File: src/rtl/vga_timing_pkg.sv
// Shared types and 640x480@60 timing constants for the VGA axis counters.
package vga_timing_pkg;

  typedef enum logic [1:0] {
    PH_ACTIVE = 2'd0,
    PH_FRONT  = 2'd1,
    PH_SYNC   = 2'd2,
    PH_BACK   = 2'd3
  } phase_e;

  // Horizontal axis, in pixel clocks.
  localparam int H_ACTIVE = 640;
  localparam int H_FRONT  = 16;
  localparam int H_SYNC   = 96;
  localparam int H_BACK   = 48;
  localparam int H_TOTAL  = H_ACTIVE + H_FRONT + H_SYNC + H_BACK;

  // Vertical axis, in lines.
  localparam int V_ACTIVE = 480;
  localparam int V_FRONT  = 10;
  localparam int V_SYNC   = 2;
  localparam int V_BACK   = 33;
  localparam int V_TOTAL  = V_ACTIVE + V_FRONT + V_SYNC + V_BACK;

endpackage

File: src/rtl/vga_timing_axis.sv
// One VGA timing axis: position counter plus phase FSM with registered
// sync/active flags and a combinational terminal-count pulse for cascading.
// Optional coord/first outputs are built when VGA_TIMING_COORD_EN is defined.
// State table:
//   PH_ACTIVE | visible positions, active=1
//   PH_FRONT  | front porch, blanked
//   PH_SYNC   | sync pulse asserted at SYNC_POL level
//   PH_BACK   | back porch, blanked; wraps to PH_ACTIVE at TOTAL-1
module vga_timing_axis
  import vga_timing_pkg::*;
#(
  parameter int WIDTH    = 10,
  parameter int ACTIVE   = H_ACTIVE,
  parameter int FRONT    = H_FRONT,
  parameter int SYNC     = H_SYNC,
  parameter int BACK     = H_BACK,
  parameter bit SYNC_POL = 1'b0
) (
  input  logic             CLK,
  input  logic             Reset,
  input  logic             en,
  output logic [WIDTH-1:0] count,
  output logic [1:0]       phase,
  output logic             sync,
  output logic             active,
  output logic             tc
`ifdef VGA_TIMING_COORD_EN
  ,
  output logic [WIDTH-1:0] coord,
  output logic             first
`endif
);

  localparam int TOTAL = ACTIVE + FRONT + SYNC + BACK;

  // Last position of each phase, fixed at elaboration.
  localparam logic [WIDTH-1:0] END_ACTIVE = WIDTH'(ACTIVE - 1);
  localparam logic [WIDTH-1:0] END_FRONT  = WIDTH'(ACTIVE + FRONT - 1);
  localparam logic [WIDTH-1:0] END_SYNC   = WIDTH'(ACTIVE + FRONT + SYNC - 1);
  localparam logic [WIDTH-1:0] END_TOTAL  = WIDTH'(TOTAL - 1);

  if (ACTIVE < 1 || FRONT < 1 || SYNC < 1 || BACK < 1) begin : g_bad_phase
    $error("vga_timing_axis: every phase length must be at least 1");
  end
  if (longint'(TOTAL - 1) > ((longint'(1) << WIDTH) - 1)) begin : g_bad_width
    $error("vga_timing_axis: TOTAL-1 does not fit in WIDTH bits");
  end

  logic [WIDTH-1:0] count_q, count_d;
  phase_e           phase_q, phase_d;
  logic             sync_q, sync_d;
  logic             active_q, active_d;
  logic             at_end;

  assign at_end = (count_q == END_TOTAL);

  // Next position and phase; the phase moves on the last position of each phase.
  always_comb begin
    count_d = count_q;
    phase_d = phase_q;
    if (en) begin
      count_d = at_end ? '0 : count_q + WIDTH'(1);
      unique case (phase_q)
        PH_ACTIVE: if (count_q == END_ACTIVE) phase_d = PH_FRONT;
        PH_FRONT:  if (count_q == END_FRONT)  phase_d = PH_SYNC;
        PH_SYNC:   if (count_q == END_SYNC)   phase_d = PH_BACK;
        PH_BACK:   if (at_end)                phase_d = PH_ACTIVE;
        default:   phase_d = PH_ACTIVE;
      endcase
    end
    sync_d   = (phase_d == PH_SYNC) ? SYNC_POL : ~SYNC_POL;
    active_d = (phase_d == PH_ACTIVE);
  end

  // State register; reset overrides the enable.
  always_ff @(posedge CLK) begin
    if (Reset) begin
      count_q  <= '0;
      phase_q  <= PH_ACTIVE;
      sync_q   <= ~SYNC_POL;
      active_q <= 1'b1;
    end else begin
      count_q  <= count_d;
      phase_q  <= phase_d;
      sync_q   <= sync_d;
      active_q <= active_d;
    end
  end

  assign count  = count_q;
  assign phase  = phase_q;
  assign sync   = sync_q;
  assign active = active_q;
  assign tc     = en & ~Reset & at_end;

`ifdef VGA_TIMING_COORD_EN
  logic [WIDTH-1:0] coord_q, coord_d;

  // Coordinate is the position inside the visible window, zero while blanked.
  always_comb begin
    coord_d = (phase_d == PH_ACTIVE) ? count_d : '0;
  end

  // Coordinate register, kept in step with count.
  always_ff @(posedge CLK) begin
    if (Reset) coord_q <= '0;
    else       coord_q <= coord_d;
  end

  assign coord = coord_q;
  assign first = (count_q == '0);
`endif

endmodule

File: config.mk
export PLATFORM = sky130hd
export DESIGN_NAME = vga_timing_axis
export DESIGN_NICKNAME = d
export VERILOG_FILES = /design/src/rtl/vga_timing_pkg.sv /design/src/rtl/vga_timing_axis.sv
export SDC_FILE = /design/constraint.sdc
export NUM_CORES = 1
export LEC_CHECK = 0
export CORE_MARGIN = 2
export CORE_UTILIZATION = 49
export DETAILED_ROUTE_END_ITERATION = 8
export GPL_TIMING_DRIVEN = 0
export PLACE_DENSITY = 0.81
export SYNTH_ARGS = -nofsm -noshare
export SYNTH_HDL_FRONTEND = slang
export SYNTH_SLANG_ARGS = --single-unit
File: constraint.sdc
create_clock -name CLK -period 3.7 [get_ports CLK]
set_input_delay 1.11 -clock CLK [delete_from_list [all_inputs] [get_ports CLK]]
set_output_delay 1.11 -clock CLK [all_outputs]
set_load 0.1 [all_outputs]
==> metrics.txt, run 1 <==
worst slew pin tran 0.969 ns; smallest hold slack 0.551 ns; total power draw 0.298 mW; placed instance area 860 um^2; number of setup buffers added after CTS 0; reported leakage power 0.320 nW; Setup Total Neg Slack 0 ns; CP endpoint kind primary output; number of storage elements in the synthesis netlist 14; Area contributors post-synth sky130_fd_sc_hd__dfxtp_1, sky130_fd_sc_hd__xnor2_1, sky130_fd_sc_hd__nor2_1; largest net degree at the start of global routing 9; post-synthesis to final-layout area growth 34.0%; overall overflow remaining after global route 0; Setup Skew 0.000540 ns; setup repair after global routing missed its margin false; Setup CP Type in2out; Initial Utilization 0.521; Gates resized, CTS repair 3; dominant cell by count in the synthesized netlist sky130_fd_sc_hd__dfxtp_1; CTS Hold Buffers Added 0; pwr/cell area 332 nW/um^2; height of the chip 41.0 um; average footprint of a synthesized cell 8.81 um^2; setup slack of the worst register-to-register path 2.03 ns; count of vias placed by the detailed router 588; end-of-flow core utilization 0.698; CTS H-tree depth 1; routed wirelength normalized by instance count 11.8 um; post-synthesis cell type count 30; Worst setup SP type primary input; part of the Yosys area used for sequential elements 0.419; Final Wtd Congestion 0.823; Post-synth EDFFs 0; worst hold path class reg2reg; half-perimeter wire length after detailed placement 997 um; worst-case headroom to the max-slew limit 0.352; warnings from Yosys 0; fraction of synthesis flops using an asynchronous set or reset pin 0; summed instance area of the synthesized netlist 669 um^2; clock sink count 14; number of antenna cells inserted 0; status completed; top cell type's share of synthesized area 0.419; Main synth FF type sky130_fd_sc_hd__dfxtp_1; via count normalized by instance count 5.30; final design area excluding fillers 897 um^2; CP required 2.59 ns; Tcrit/Tclk final 0.975; IO Port Bufs 16; count of routing violations after the opening detailed-route iteration 7; share of final-layout standard cells stronger than drive strength 1 0.115; arrival time at the worst endpoint 2.50 ns; drt total wl 1310 um; number of max-slew violations in the final report 0; die area 1680 um^2; Highest Clock Rate 277 MHz; top post-synthesis cells by count sky130_fd_sc_hd__dfxtp_1, sky130_fd_sc_hd__nor2_1, sky130_fd_sc_hd__xnor2_1, sky130_fd_sc_hd__nand2_1, sky130_fd_sc_hd__nor3_1; cell type with the highest aggregate area in the netlist sky130_fd_sc_hd__dfxtp_1; Residual DRC 0; clk buf depth 2; initial antenna violation count 0; TritonCTS Buffers 3; maximum resistive drop on vdd 0.218 mV; length of the first detailed-routing pass in iterations 4; # IOs 18; overall fraction of global-route tracks in use 0.187; Crit Path Max Fanout 7; number of hold violations in the final report 0; number of failing setup endpoints in the final timing report 0; residual antenna-violating net count after detailed routing 0; number of violations of the max-capacitance limit 0; x dimension of the die 41.0 um; clock insertion delay at the later pin of the skew report 0.28 ns; shortest period the worst path allows 3.61 ns; TritonCTS clock tree yes; number of standard cells after synthesis 76; row count 13; number of global-route vias before repair 488; first-pass GRT wire length 2060 um; Post-layout nets 101; buffer cell driving the clock tree root sky130_fd_sc_hd__clkbuf_4; placeable core area 1280 um^2; Synthesized Nets 80; clock transition time at the flip-flop clock pins of the worst setup and hold paths 0.08 ns
## path summary, 6_finish.rpt
path | startpoint | depth (start not counted) | endpoint
max | Reset | 3 | tc
min | phase[1] | 1 | active
max reg2reg | count[0] | 6 | phase[1]
min reg2reg | phase[1] | 1 | active
## critical path, stage by stage
cell and delay, ns:
sky130_fd_sc_hd__clkdlybuf4s50_1 0.57, sky130_fd_sc_hd__nor3_4 0.24, sky130_fd_sc_hd__clkdlybuf4s15_2 0.57
## report_power, final
part / switching (mW) / internal (mW)
Sequential: 0.00244 / 0.153
Clock: 0.0492 / 0.0599
Combinational: 0.0241 / 0.00954
Total: 0.0758 / 0.222
## kinds of logic after synthesis
kind of cell	count (synthesis)	synth area share
AO/OA/AOI/OAI	8	0.0916
XOR/XNOR	9	0.118
adder cells (fa/ha/maj)	1	0.0187
buffers and inverters	6	0.0448
flip-flops	14	0.419
multiplexers	1	0.0150
AND/OR/NAND/NOR	37	0.293
## cell type report
type	count	area, um^2
Buffer	3	18.8
Clock buffer	4	36.3
Fill cell	115	388
Inverter	3	11.3
Multi-Input combinational cell	56	370
Sequential cell	14	280
Tap cell	15	18.8
Timing Repair Buffer	16	161
## flip-flops by register name, summed over array words and instances, names as in the netlist
name    count
sync        1
active      1
count      10
phase       2
## stage by stage
stage / setup WS, ns / std cells
final: 0.0910 / 111
after global routing: 0.0501 / 111
after CTS: 0.0866 / 111
after detailed placement: -0.482 / 107
after global placement: -0.465 / 107
after floorplan: 0.112 / 76
## layout by cell type (no fill, tap or decap), drive strengths merged, types with 2 or more instances in the layout
| cell type | instances |
|---|---|
| a21oi | 2 |
| buf | 2 |
| clkbuf | 5 |
| clkdlybuf4s50 | 15 |
| dfxtp | 14 |
| inv | 3 |
| nand2 | 5 |
| nand3 | 3 |
| nand4 | 2 |
| nor2 | 13 |
| nor3 | 4 |
| nor4 | 2 |
| o21bai | 2 |
| xnor2 | 6 |
| xor2 | 3 |
## routing by layer
layer | part of all wire | up-vias | wire length, um | global-route usage
li1 | - | 304 | - | -
met1 | 0.50 | 268 | 652 | 0.248
met2 | 0.45 | 14 | 583 | 0.285
met3 | 0.039 | 2 | 51 | 0.0489
met4 | 0.013 | 0 | 17 | 0.0750
met5 | 0 | - | 0 | 0
Note: power is estimated with default switching activity, not from simulation.
==> run 2: changes to the inputs <==
--- a/config.mk
+++ b/config.mk
@@ -6,10 +6,11 @@
 export NUM_CORES = 1
 export LEC_CHECK = 0
 export CORE_MARGIN = 2
-export CORE_UTILIZATION = 49
+export CORE_UTILIZATION = 45
 export DETAILED_ROUTE_END_ITERATION = 8
 export GPL_TIMING_DRIVEN = 0
-export PLACE_DENSITY = 0.81
+export PLACE_DENSITY = 0.75
+export RECOVER_POWER = 50
 export SYNTH_ARGS = -nofsm -noshare
 export SYNTH_HDL_FRONTEND = slang
 export SYNTH_SLANG_ARGS = --single-unit
==> run 2 against run 1 <==
  * Via count is 0.85% lower
  * Count of clock-buffer cells in the layout is 1 lower
  * Combinational power down 1%
  * Sequential power hardly changed
  * Setup slack improved by 0.045 ns
  * Flip-flop and latch count did not move
==> metrics.txt, run 2 (same netlist as run 1, synthesis figures left out) <==
status completed; first-pass GRT wire length 2200 um; number of hold violations in the final report 0; overall fraction of global-route tracks in use 0.163; Setup WS post-layout 0.136 ns; routed wirelength normalized by instance count 11.9 um; clk buf depth 2; Residual DRC 0; x dimension of the die 42.6 um; slowest cell on the critical path sky130_fd_sc_hd__clkdlybuf4s15_2; worst hold path class reg2reg; placeable core area 1350 um^2; length of the first detailed-routing pass in iterations 4; setup repair after global routing missed its margin false; number of global-route vias before repair 528; Worst setup SP type primary input; Post-layout nets 101; total power draw 0.272 mW; cell family contributing the most delay on the critical path buffers and inverters; drt total wl 1310 um; TritonCTS clock tree yes; CTS H-tree depth 1; Crit Path Max Fanout 7; flip-flop count of the largest register, all copies and words added 10; Setup Total Neg Slack 0 ns; number of antenna cells inserted 0; CP endpoint kind primary output; arrival time at the worst endpoint 2.45 ns; count of routing violations after the opening detailed-route iteration 14; crit-path cells clkdlybuf4s50_1, nor3_4, clkdlybuf4s15_2; critical path buffer and inverter count 2; share of final-layout standard cells stronger than drive strength 1 0.0737; CP required 2.59 ns; overall overflow remaining after global route 0; via count normalized by instance count 5.30; worst-case headroom to the max-slew limit 0.350; die area 1810 um^2; most frequent cells in the layout sky130_fd_sc_hd__clkdlybuf4s50_1, sky130_fd_sc_hd__dfxtp_1, sky130_fd_sc_hd__nor2_1; commonest non-fill, non-tap cell in the layout sky130_fd_sc_hd__clkdlybuf4s50_1; reported leakage power 0.309 nW; row count 13; # IOs 18; Setup Skew 0.00376 ns; IO Port Bufs 16; worst slew pin tran 0.972 ns; pwr/cell area 312 nW/um^2; number of failing setup endpoints in the final timing report 0; half-perimeter wire length after detailed placement 993 um; largest stage delay on the critical path 0.57 ns; final design area excluding fillers 870 um^2; post-placement setup slack -0.464 ns; post-synthesis to final-layout area growth 29.9%; smallest hold slack 0.564 ns; shortest period the worst path allows 3.56 ns; largest net degree at the start of global routing 9; Setup CP Type in2out; clock transition time at the flip-flop clock pins of the worst setup and hold paths 0.07 ns; number of max-slew violations in the final report 0; placed instance area 860 um^2; maximum resistive drop on vdd 0.222 mV; buffer cell driving the clock tree root sky130_fd_sc_hd__clkbuf_4; height of the chip 42.6 um; residual antenna-violating net count after detailed routing 0; Final Wtd Congestion 0.756; CTS Hold Buffers Added 0; initial antenna violation count 0; TritonCTS Buffers 3; Highest Clock Rate 281 MHz; Initial Utilization 0.496; clock sink count 14; count of vias placed by the detailed router 583; number of violations of the max-capacitance limit 0; Tcrit/Tclk final 0.963; clock insertion delay at the later pin of the skew report 0.27 ns
run 2: final cells by class:
type | count | area [um^2]
buffer | 3 | 18.8
clock buffer | 3 | 22.5
fill | 114 | 480
inverter | 3 | 11.3
multi-input combinational | 56 | 357
sequential | 14 | 280
tap | 15 | 18.8
timing repair buffer | 16 | 161
run 2: where the power goes:
part | switching [mW] | total (mW) | internal, mW | leakage [nW]
clock network | 0.0453 | 0.0830 | 0.0377 | 0.0138
logic | 0.0239 | 0.0332 | 0.00928 | 0.182
registers | 0.00248 | 0.155 | 0.153 | 0.113
run 2: path summary, 6_finish.rpt:
check                           cells past startpoint     start  endpoint  slack, ns
worst min register to register                      2  count[1]  count[1]       0.56
worst max-delay path                                3     Reset        tc       0.14
worst max register to register                      6  count[0]  count[5]       1.95
worst min-delay path                                2  count[1]  count[1]       0.56
run 2: routing by layer:
layer,vias up,GRT usage,routed length (um)
li1,300,-,-
met1,258,0.213,663
met2,20,0.240,542
met3,5,0.0302,73
met4,0,0.113,34
met5,-,0,0
run 2: repair_timing:
| action | in CTS | in global routing |
|---|---|---|
| resized for setup | 3 | 0 |
| setup endpoints to repair | 1 | 0 |
| buffers inserted | 0 | 0 |
| endpoints found under the hold margin | 0 | 0 |
run 2: through the flow:
| stage | util | std cells |
|---|---|---|
| after floorplan | - | 76 |
| after global placement | 0.637 | 107 |
| after detailed placement | 0.637 | 107 |
| after CTS | 0.654 | 110 |
| after global routing | 0.644 | 110 |
| final | 0.644 | 110 |
run 2: worst min-delay path, stage by stage, from the launching register on:
cell	delay (ns)
sky130_fd_sc_hd__dfxtp_1	0.34
sky130_fd_sc_hd__mux2i_1	0.13
sky130_fd_sc_hd__nor2_1	0.05
